File: config.mk
export PLATFORM = sky130hd
export DESIGN_NAME = beat_tick_timer
export DESIGN_NICKNAME = d
export VERILOG_FILES = /design/src/rtl/beat_timer_pkg.sv /design/src/rtl/beat_period_counter.sv /design/src/rtl/beat_tick_timer.sv
export SDC_FILE = /design/constraint.sdc
export NUM_CORES = 1
export LEC_CHECK = 0
export CORE_UTILIZATION = 30
export CTS_CLUSTER_DIAMETER = 120
export DETAILED_ROUTE_END_ITERATION = 16
export HOLD_SLACK_MARGIN = 0.1
export PLACE_DENSITY_LB_ADDON = 0.08
export SKIP_CTS_REPAIR_TIMING = 1
export SLEW_MARGIN = 10
export SYNTH_ARGS = -nofsm -noshare
export SYNTH_HDL_FRONTEND = slang
export SYNTH_HIERARCHICAL = 1
export SYNTH_SLANG_ARGS = --single-unit
File: constraint.sdc
create_clock -name clk -period 4.1 [get_ports clk]
set_input_delay 1.23 -clock clk [delete_from_list [all_inputs] [get_ports clk]]
set_output_delay 1.23 -clock clk [all_outputs]
set_load 0.01 [all_outputs]
File: src/rtl/beat_timer_pkg.sv
// beat_timer_pkg: shared state encoding and default period for the beat tick timer
package beat_timer_pkg;

    typedef enum logic [1:0] {IDLE, RUN, PAUSE, DONE} bt_state_t;

    localparam int unsigned BT_CLK_HZ = 100_000_000;

    // One beat per second: the default period equals the clock frequency.
    function automatic int unsigned bt_def_period(input int unsigned clk_hz);
        return clk_hz;
    endfunction

    localparam int unsigned BT_DEF_PERIOD = bt_def_period(BT_CLK_HZ);

endpackage

File: src/rtl/beat_period_counter.sv
// beat_period_counter: beat cycle counter with shadowed period and tick/half_tick pulses (half_tick needs BEAT_TICK_HALF_EN)
module beat_period_counter
    import beat_timer_pkg::*;
#(
    parameter int unsigned CLK_HZ = BT_CLK_HZ,
    parameter int          CNT_W  = 27
) (
    input  logic             clk,
    input  logic             rst_n,
    input  logic             en,
    input  logic             clr,
    input  logic             load,
    input  logic             period_load,
    input  logic [CNT_W-1:0] period_in,
    output logic             at_end,
    output logic             tick,
    output logic             half_tick
);

    localparam logic [CNT_W-1:0] P_DEF = CNT_W'(bt_def_period(CLK_HZ));

    logic [CNT_W-1:0] cnt;
    logic [CNT_W-1:0] p_act;
    logic [CNT_W-1:0] shadow;
    logic [CNT_W-1:0] shadow_d;
    logic             half_hit;

    // A period of 0 is stored as 1 so p_act-1 never underflows.
    assign shadow_d = !period_load ? shadow : (period_in == '0) ? CNT_W'(1) : period_in;
    assign at_end   = cnt == p_act - CNT_W'(1);

`ifdef BEAT_TICK_HALF_EN
    assign half_hit = (p_act >= CNT_W'(2)) && (cnt == (p_act >> 1) - CNT_W'(1));
`else
    assign half_hit = 1'b0;
`endif

    // Count cycles within a beat; the new period only takes effect at a beat boundary or (re)start.
    always_ff @(posedge clk) begin
        if (!rst_n) begin
            cnt       <= '0;
            p_act     <= P_DEF;
            shadow    <= P_DEF;
            tick      <= 1'b0;
            half_tick <= 1'b0;
        end else begin
            shadow    <= shadow_d;
            cnt       <= clr ? '0 : !en ? cnt : at_end ? '0 : cnt + CNT_W'(1);
            p_act     <= (load || (en && at_end)) ? shadow_d : p_act;
            tick      <= en && at_end;
            half_tick <= en && half_hit;
        end
    end

endmodule

File: src/rtl/beat_tick_timer.sv
// beat_tick_timer: beat-period timer FSM with beat index, pause, stop and loop (half_tick via BEAT_TICK_HALF_EN)
module beat_tick_timer
    import beat_timer_pkg::*;
#(
    parameter int unsigned CLK_HZ = BT_CLK_HZ,
    parameter int          CNT_W  = 27,
    parameter int          BEAT_W = 8
) (
    input  logic              clk,
    input  logic              rst_n,
    input  logic              start,
    input  logic              hold,
    input  logic              stop,
    input  logic              loop_en,
    input  logic [BEAT_W-1:0] last_beat,
    input  logic              period_load,
    input  logic [CNT_W-1:0]  period_in,
    output logic              tick,
    output logic              half_tick,
    output logic [BEAT_W-1:0] beat_idx,
    output logic              running,
    output logic              paused,
    output logic              finished
);

    bt_state_t         state_q;
    bt_state_t         state_d;
    logic [BEAT_W-1:0] beat_d;
    logic [BEAT_W-1:0] last_q;
    logic [BEAT_W-1:0] last_d;
    logic [BEAT_W-1:0] nxt_idx;
    logic              pend_q;
    logic              pend_d;
    logic              at_end;
    logic              active;
    logic              cnt_en;
    logic              cnt_clr;
    logic              wrap;

    assign active  = (state_q == RUN) || (state_q == PAUSE);
    assign cnt_clr = stop || start;
    assign cnt_en  = active && !hold && !cnt_clr;
    assign wrap    = cnt_en && at_end;
    // The first tick after start reports beat 0; later ticks advance, wrapping after last_q.
    assign nxt_idx = (pend_q || beat_idx == last_q) ? '0 : beat_idx + BEAT_W'(1);

    beat_period_counter #(
        .CLK_HZ(CLK_HZ),
        .CNT_W (CNT_W)
    ) u_cnt (
        .clk        (clk),
        .rst_n      (rst_n),
        .en         (cnt_en),
        .clr        (cnt_clr),
        .load       (start && !stop),
        .period_load(period_load),
        .period_in  (period_in),
        .at_end     (at_end),
        .tick       (tick),
        .half_tick  (half_tick)
    );

    // Next state and beat bookkeeping; command priority is stop, then start, then hold.
    always_comb begin
        state_d = state_q;
        beat_d  = beat_idx;
        last_d  = last_q;
        pend_d  = pend_q;
        if (stop) begin
            state_d = IDLE;
            beat_d  = '0;
            pend_d  = 1'b0;
        end else if (start) begin
            state_d = RUN;
            beat_d  = '0;
            pend_d  = 1'b1;
            last_d  = last_beat;
        end else if (active) begin
            state_d = hold ? PAUSE : RUN;
            if (wrap) begin
                beat_d  = nxt_idx;
                pend_d  = 1'b0;
                state_d = (nxt_idx == last_q && !loop_en) ? DONE : state_d;
            end
        end
    end

    // State, beat tracking and registered status outputs.
    always_ff @(posedge clk) begin
        if (!rst_n) begin
            state_q  <= IDLE;
            beat_idx <= '0;
            last_q   <= '0;
            pend_q   <= 1'b0;
            running  <= 1'b0;
            paused   <= 1'b0;
            finished <= 1'b0;
        end else begin
            state_q  <= state_d;
            beat_idx <= beat_d;
            last_q   <= last_d;
            pend_q   <= pend_d;
            running  <= state_d == RUN;
            paused   <= state_d == PAUSE;
            finished <= state_d == DONE;
        end
    end

endmodule
==> impl_metrics.yaml, run 1 <==
sta:
  clock.fmax_ghz: 0.259
  timing.slew.headroom_pct: 28.4
  setup_tns_ps: 0
  setup_violations: 0
  rsz0062_at_grt: "no"
  max_slew.worst_pin.slew_ps: 1070
  period_minus_slack_ps: 3860
  skew_ps: 9.06
  final-hold-violation-count: 0
  min_period_over_period_pct: 94.1
  whs_ps: 501
  slew_viol_final: 0
setup_path:
  critPathArrivalTime_ps: 4140
  cp_max_fo: 14
  path_class: "flop to flop"
  path_common_cell: "or3_1"
  critPathSlowestCell: "or4_4"
  critPathCaptureType: "flop"
  path_cells: "inv_1 > ha_1 > or3b_2 > or3_1 > xnor2_1 > nor4_2 > and3b_1 > nand4b_1 > or4_4 > nor2_2 > nand4bb_1 > buf_4 > or3_1 > a21oi_1"
  r2r_slack_ps: 240
  cpPeakStageDelay_ps: 560
  start_kind: "flop"
  required_ps: 4380
logic_synthesis:
  yosys_warnings: 6
  postSynthAreaPerCell_um2: 8.47
  syn_area_um2: 6170
  synth.top_cells.by_count: "dfxtp_1 (104), nor2_1 (76), nand2_1 (54), xnor2_1 (42), mux2i_1 (31)"
  synth_ff_type: "dfxtp_1"
  synth.most_common_cell: "dfxtp_1"
  yosysTopAreaCell: "dfxtp_1"
  netlist_instances: 728
  synth_seq_area_share_pct: 33.8
  yosys_register_bits: 104
  async_reset_ff_share_pct: 0
  synth_edf_count: 0
  synth_top_area_share_pct: 33.8
  synth.area.top_cells: "dfxtp_1 (34%), xnor2_1 (6.0%), mux2i_1 (5.0%)"
  synth_fp_nets: 773
  synthDistinctLibCells: 87
global_routing:
  grt_usage_pct: 16.2
  antenna_found_initial: 0
  grt_max_degree: 57
  grt_pass1_vias: 5006
  grt_pass1_wl_um: 27400
  grt_overflow_total: 0
power:
  p_leak_nw: 2.45
  power.density_nw_per_um2: 330
  ir_drop_v: 0.000185
floorplanning:
  die_h_um: 145
  die_w_um: 145
  start_util_pct: 30.6
  num_rows: 52
  die_area_um2: 21100
  ios: 55
  fp.coreArea_um2: 20200
route:
  drc: 0
  drt_pass1_iterations: 5
  vias: 5402
  routed_wirelength_um: 16700
  wire_per_inst_um: 16.1
  vias_per_cell: 5.21
  initialDrtViolationCount: 362
  final_antenna_net_count: 0
clock_tree:
  cts_tree: "built"
  clk_path_buf_depth: 2
  cts.sinks: 104
  h-tree-depth: 3
  cts_root_buf: "clkbuf_16"
  clkTransAtPathRegs_ps: 80
  clk_latency_ps: 360
  cts-buffers-inserted: 9
placed_design:
  hpwl_um: 12400
  numPortBuffers: 53
  gp_congestion: 0.818
worst_hold_path:
  hp-class: "flop to flop"
finish:
  antennaDiodeCount: 0
  area_delta_synth_final_pct: 16.9
  drive_gt1_share_pct: 9.92
  nets: 806
job:
  drv_cap: 0
run_status:
  status: "completed"
-- worst max-delay path: cells and delay by family (launching register included) --
kind            cells  cell delay, ps
compound gates      1             130
xor+xnor            1             150
fa+ha+maj           1             200
buf+inv             2             310
flops               1             350
simple gates        9            2630
-- report_power, final --
| part | internal (mW) | total, mW | switching [mW] |
|---|---|---|---|
| Clock | 0.418 | 0.827 | 0.409 |
| Combinational | 0.202 | 0.424 | 0.222 |
| Sequential | 1.06 | 1.13 | 0.0686 |
-- layout make-up --
class | count | area (um2)
clock inverter | 7 | 52.6
fill | 2114 | 13000
tap | 270 | 338
sequential | 104 | 2080
timing repair buffer | 73 | 693
multi-input combinational | 554 | 3750
clock buffer | 9 | 225
inverter | 19 | 71.3
-- per-layer routing --
| metal | up-vias | GRT usage [%] | part of all wire, % |
|---|---|---|---|
| met4 | 0 | 5.58 | 1.6 |
| met5 | - | 0 | 0 |
| met2 | 111 | 24.2 | 43 |
| met3 | 13 | 2.07 | 3.4 |
| li1 | 2685 | - | - |
| met1 | 2593 | 23.8 | 52 |
-- sequential cells by signal, indices dropped and copies added (netlist names), 2 cells and up --
signal        flops
beat_idx          8
last_q            8
state_q           2
u_cnt/cnt        27
u_cnt/p_act      27
u_cnt/shadow     27
-- per-stage QoR --
step           setup WS, ps  total power [mW]  instances  instance area (um2)  util [%]
5_1_grt                8.04              2.50       1036                 7210      35.7
2_1_floorplan           549              1.42        728                 6170         -
3_3_place_gp            111              1.56       1019                 6900      34.2
4_1_cts                84.9              2.41       1035                 7180      35.6
6_report                244              2.38       1036                 7210      35.7
3_5_place_dp            116              1.57       1019                 6900      34.2
-- worst paths after layout --
| check | startpoint | endpoint | depth (start not counted) |
|---|---|---|---|
| min | u_cnt/shadow[15]$_SDFF_PN1_ | u_cnt/shadow[15]$_SDFF_PN1_ | 2 |
| min reg2reg | u_cnt/shadow[15]$_SDFF_PN1_ | u_cnt/shadow[15]$_SDFF_PN1_ | 2 |
| max | u_cnt/p_act[1]$_SDFFE_PN0P_ | beat_idx[7]$_SDFFE_PP0P_ | 14 |
| max reg2reg | u_cnt/p_act[1]$_SDFFE_PN0P_ | beat_idx[7]$_SDFFE_PP0P_ | 14 |
-- cell families (layout without fill, tap and decap cells) --
kind of cell	count (synthesis)	after routing	synth area share, %
flip-flops	104	104	33.8
other	1	1	0.0608
multiplexers	32	32	5.27
AO/OA/AOI/OAI	124	124	15.4
XOR/XNOR	69	69	10.0
buffers and inverters	70	108	6.07
AND/OR/NAND/NOR	324	324	28.7
adder cells (fa/ha/maj)	4	4	0.771
-- cell usage in the layout (no fill, tap or decap), types with 24 or more instances in the layout --
master           count
dfxtp_1            103
nor2_1              74
nand2_1             54
clkdlybuf4s50_1     53
xnor2_1             42
mux2i_1             31
nand3_1             30
nand4_1             29
xor2_1              26
nor3_1              24
Power figures use the tool's default switching activity.
==> run 2: changes to the inputs <==
- CORE_UTILIZATION: 30 -> 45
==> impl_metrics.yaml, run 2 (synthesized netlist as in run 1, its figures left out) <==
run_status:
  status: "completed"
finish:
  nets: 804
  seqCellArea_um2: 2080
  final_cell_mix: "dfxtp_1 (104), nor2_1 (75), nand2_1 (54)"
  antennaDiodeCount: 0
  finalNonFillerCells: 940
  largest_registers: "u_cnt/cnt: 27 flops, u_cnt/p_act: 27 flops, u_cnt/shadow: 27 flops"
  drive_gt1_share_pct: 9.42
  area_delta_synth_final_pct: 14.8
  multi_input_area_um2: 3740
  fillers: 1244
  layout_commonest_cell: "dfxtp_1"
sta:
  clock.fmax_ghz: 0.262
  setup_violations: 0
  final-hold-violation-count: 0
  timing.slew.headroom_pct: 30.3
  slew_viol_final: 0
  setup_tns_ps: 0
  max_slew.worst_pin.slew_ps: 1040
  skew_ps: 12.7
  period_minus_slack_ps: 3820
  min_period_over_period_pct: 93.2
  rsz0062_at_grt: "no"
route:
  wire_per_inst_um: 16.2
  routed_wirelength_um: 15200
  final_antenna_net_count: 0
  vias_per_cell: 5.76
  vias: 5416
  drc: 0
  initialDrtViolationCount: 393
  drt_pass1_iterations: 5
global_routing:
  grt_overflow_total: 0
  grt_use_met2_pct: 32.1
  met1_usage_pct: 32.6
  grt_max_degree: 57
  grt.met3_usage_pct: 2.92
  busiest_layer: "met1"
  grt_pass1_vias: 5008
  antenna_found_initial: 0
  grt_pass1_wl_um: 24900
  grt_usage_pct: 22.0
setup_path:
  start_kind: "flop"
  timing.critical_path.buf_inv: 1
  regToRegStartpoint: "u_cnt/p_act[0]$_SDFFE_PN0P_"
  path_cells: "inv_1 > ha_1 > or3b_2 > or3_1 > xnor2_1 > nor4_2 > and3b_1 > nand4b_1 > or4_1 > nor2_1 > nand4bb_1 > nor2_1 > o21a_1 > nand4_1 > o22ai_2 > and2_1"
  cpPeakStageDelay_ps: 560
  critPathSlowestCell: "or4_1"
  crit_start: "u_cnt/p_act[0]$_SDFFE_PN0P_"
  cp_max_fo: 6
  required_ps: 4400
  critPathArrivalTime_ps: 4120
  critPathCaptureType: "flop"
  path_class: "flop to flop"
  cp_top_family: "simple AND/OR/NAND/NOR gates"
  path_common_cell: "nor2_1"
  r2r_slack_ps: 280
power:
  p_leak_nw: 2.43
  power.density_nw_per_um2: 338
  ir_drop_v: 0.000183
  p_total_mw: 2.39
floorplanning:
  die_h_um: 119
  num_rows: 42
  ios: 55
  fp.coreArea_um2: 13300
  die_w_um: 119
  die_area_um2: 14200
  start_util_pct: 46.4
worst_hold_path:
  min_from: "u_cnt/shadow[22]$_SDFF_PN1_"
  hp-class: "flop to flop"
clock_tree:
  cts_tree: "built"
  cts-buffers-inserted: 9
  cts.sinks: 104
  clk_path_buf_depth: 2
  cts_root_buf: "clkbuf_16"
  clkTransAtPathRegs_ps: 80
  h-tree-depth: 3
  clk_latency_ps: 360
job:
  drv_cap: 0
placed_design:
  dp_cells: 924
  gp_congestion: 0.880
  numPortBuffers: 53
  hpwl_um: 11000
## run 2: power by group
group / total [mW] / switching [mW] / leakage (nW) / internal, mW
registers: 1.13 / 0.0681 / 0.850 / 1.06
clock network: 0.849 / 0.423 / 0.141 / 0.427
logic: 0.414 / 0.218 / 1.44 / 0.196
total: 2.39 / 0.709 / 2.43 / 1.69
## run 2: metrics by stage
| step | hold slack, ps | instance area, um2 | setup WS [ps] | utilization [%] |
|---|---|---|---|---|
| 2_1_floorplan | 458 | 6170 | 549 | - |
| 3_3_place_gp | 481 | 6780 | 230 | 51.0 |
| 3_5_place_dp | 482 | 6780 | 159 | 51.0 |
| 5_1_grt | 547 | 7080 | 21.6 | 53.2 |
| 4_1_cts | 504 | 7060 | 152 | 53.1 |
| 6_report | 512 | 7080 | 277 | 53.2 |
## run 2: worst reg2reg max path, stage by stage, from the launching register on
cell and delay [ps]:
dfxtp_1 370, inv_1 90, ha_1 200, or3b_2 470
or3_1 350, xnor2_1 150, nor4_2 290, and3b_1 200
nand4b_1 80, or4_1 560, nor2_1 160, nand4bb_1 150
nor2_1 110, o21a_1 150, nand4_1 120, o22ai_2 180
and2_1 140
## run 2: final cells by class
| class | instances | area share, % |
|---|---|---|
| Timing Repair Buffer | 71 | 9.58 |
| Clock inverter | 7 | 0.866 |
| Clock buffer | 9 | 3.18 |
| Sequential cell | 104 | 29.4 |
| Multi-Input combinational cell | 554 | 52.8 |
| Inverter | 19 | 1.01 |
| Tap cell | 176 | 3.11 |
## run 2: worst paths after layout
path	endpoint	cells past startpoint
setup / recovery	finished$_SDFF_PN0_	16
hold / removal	u_cnt/shadow[22]$_SDFF_PN1_	2
setup reg to reg	finished$_SDFF_PN0_	16
hold reg to reg	u_cnt/shadow[22]$_SDFF_PN1_	2
## run 2: per-layer routing
metal | wire [um] | up-vias
li1 | - | 2680
met1 | 7770 | 2573
met2 | 6380 | 148
met3 | 817 | 15
met4 | 217 | 0
met5 | 0 | -
==> run 3: changes to the inputs <==
- CTS_CLUSTER_SIZE: not set -> 16
- clock period: 4.1 -> 4.15 ns (I/O delays scaled with it)
==> impl_metrics.yaml, run 3 (synthesized netlist as in run 1, its figures left out) <==
run_status:
  status: "completed"
setup_path:
  cpPeakStageDelay_ps: 610
  regToRegStartpoint: "u_cnt/p_act[18]$_SDFFE_PN1P_"
  cp.depth: 12
  cp_top_family: "simple AND/OR/NAND/NOR gates"
  critPathCaptureType: "flop"
  reg2reg_to: "beat_idx[2]$_SDFFE_PP0P_"
  path_class: "flop to flop"
  path_common_cell: "or4_1"
  critPathSlowestCell: "or4_1"
  start_kind: "flop"
  r2r_cells: 12
  timing.critical_path.buf_inv: 1
  required_ps: 4430
  critPathArrivalTime_ps: 4200
  cp_max_fo: 14
  path_cells: "or4_1 > or4b_1 > or4_1 > a32oi_2 > nand4_1 > or4_1 > nor2_1 > nand4bb_1 > buf_4 > nor2_1 > nand3b_1 > a21oi_1"
  r2r_slack_ps: 230
global_routing:
  grt_pass1_wl_um: 25100
  grt_max_degree: 57
  antenna_found_initial: 0
  grt_overflow_total: 0
  grt_usage_pct: 22.3
  grt_pass1_vias: 4831
route:
  initialDrtViolationCount: 410
  drt_pass1_iterations: 5
  vias_per_cell: 5.74
  drc: 0
  vias: 5388
  final_antenna_net_count: 0
  wire_per_inst_um: 16.4
  routed_wirelength_um: 15400
floorplanning:
  ios: 55
  die_h_um: 119
  die_area_um2: 14200
  start_util_pct: 46.4
  num_rows: 42
  die_w_um: 119
  fp.coreArea_um2: 13300
finish:
  antennaDiodeCount: 0
  area_delta_synth_final_pct: 14.8
  final_cell_mix: "dfxtp_1 (104), nor2_1 (76), nand2_1 (54)"
  final_util_pct: 53.2
  layout_commonest_cell: "dfxtp_1"
  finalNonFillerCells: 938
  drive_gt1_share_pct: 8.92
  seqCellArea_um2: 2080
  largest_registers: "u_cnt/cnt: 27 flops, u_cnt/p_act: 27 flops, u_cnt/shadow: 27 flops"
  multi_input_area_um2: 3730
  fillers: 1222
  nets: 802
worst_hold_path:
  whs_path_depth: 2
  hp-class: "flop to flop"
  hold_path_end: "u_cnt/shadow[24]$_SDFF_PN1_"
  min_from: "u_cnt/shadow[24]$_SDFF_PN1_"
placed_design:
  hpwl_um: 11000
  pre_cts_ws_ps: 266
  numPortBuffers: 53
  gp_congestion: 0.880
  dp_cells: 922
power:
  power.density_nw_per_um2: 341
  p_total_mw: 2.42
  ir_drop_v: 0.000183
  p_leak_nw: 2.43
sta:
  max_slew.worst_pin.slew_ps: 988
  setup_ws_ps: 227
  rsz0062_at_grt: "no"
  final-hold-violation-count: 0
  period_minus_slack_ps: 3920
  timing.slew.headroom_pct: 33.7
  skew_ps: 10.7
  clock.fmax_ghz: 0.255
  min_period_over_period_pct: 94.5
  slew_viol_final: 0
  setup_violations: 0
  setup_tns_ps: 0
clock_tree:
  cts-buffers-inserted: 9
  clk_latency_ps: 360
  cts_tree: "built"
  h-tree-depth: 3
  clkTransAtPathRegs_ps: 80
  cts_root_buf: "clkbuf_16"
  cts.sinks: 104
  clk_path_buf_depth: 2
job:
  drv_cap: 0
[run 3: how the worst max path moves through the flow]
stage                                 startpoint                         end  slack (ps)
finish              u_cnt/p_act[18]$_SDFFE_PN1P_    beat_idx[2]$_SDFFE_PP0P_         230
global route        u_cnt/p_act[18]$_SDFFE_PN1P_    beat_idx[2]$_SDFFE_PP0P_          10
CTS                 u_cnt/p_act[18]$_SDFFE_PN1P_    beat_idx[2]$_SDFFE_PP0P_         230
detailed placement                         start  u_cnt/cnt[26]$_SDFFE_PP0P_         270
global placement                           start  u_cnt/cnt[26]$_SDFFE_PP0P_         290
floorplan           u_cnt/p_act[20]$_SDFFE_PN1P_         finished$_SDFF_PN0_         600
[run 3: worst reg2reg max path: cells and delay by family (launching register included)]
family / cells / cell delay, ps
buf+inv: 1 / 210
compound gates: 2 / 420
flops: 1 / 390
simple gates: 9 / 2850
[run 3: metrics by stage]
step | hold slack [ps] | cell area (um2)
2_1_floorplan | 458 | 6170
3_3_place_gp | 481 | 6760
3_5_place_dp | 477 | 6760
4_1_cts | 501 | 7070
5_1_grt | 540 | 7080
6_report | 501 | 7080
[run 3: layout make-up]
| cell class | count | share of cell area, % |
|---|---|---|
| Tap cell | 176 | 3.11 |
| Multi-Input combinational cell | 554 | 52.7 |
| Sequential cell | 104 | 29.4 |
| Inverter | 19 | 1.01 |
| Clock buffer | 9 | 3.18 |
| Timing Repair Buffer | 69 | 9.37 |
| Clock inverter | 7 | 1.18 |
[run 3: power breakdown]
group | internal [mW] | switching, mW
registers | 1.05 | 0.0706
clock network | 0.481 | 0.418
logic | 0.190 | 0.208
[run 3: metal layers]
layer	global-route usage, %	routed length [um]	share of wire, %	up-vias
met5	0	0	0	-
met4	7.91	214	1.4	0
met3	3.11	602	3.9	15
met2	30.8	6370	41	113
met1	34.6	8170	53	2572
li1	-	-	-	2688
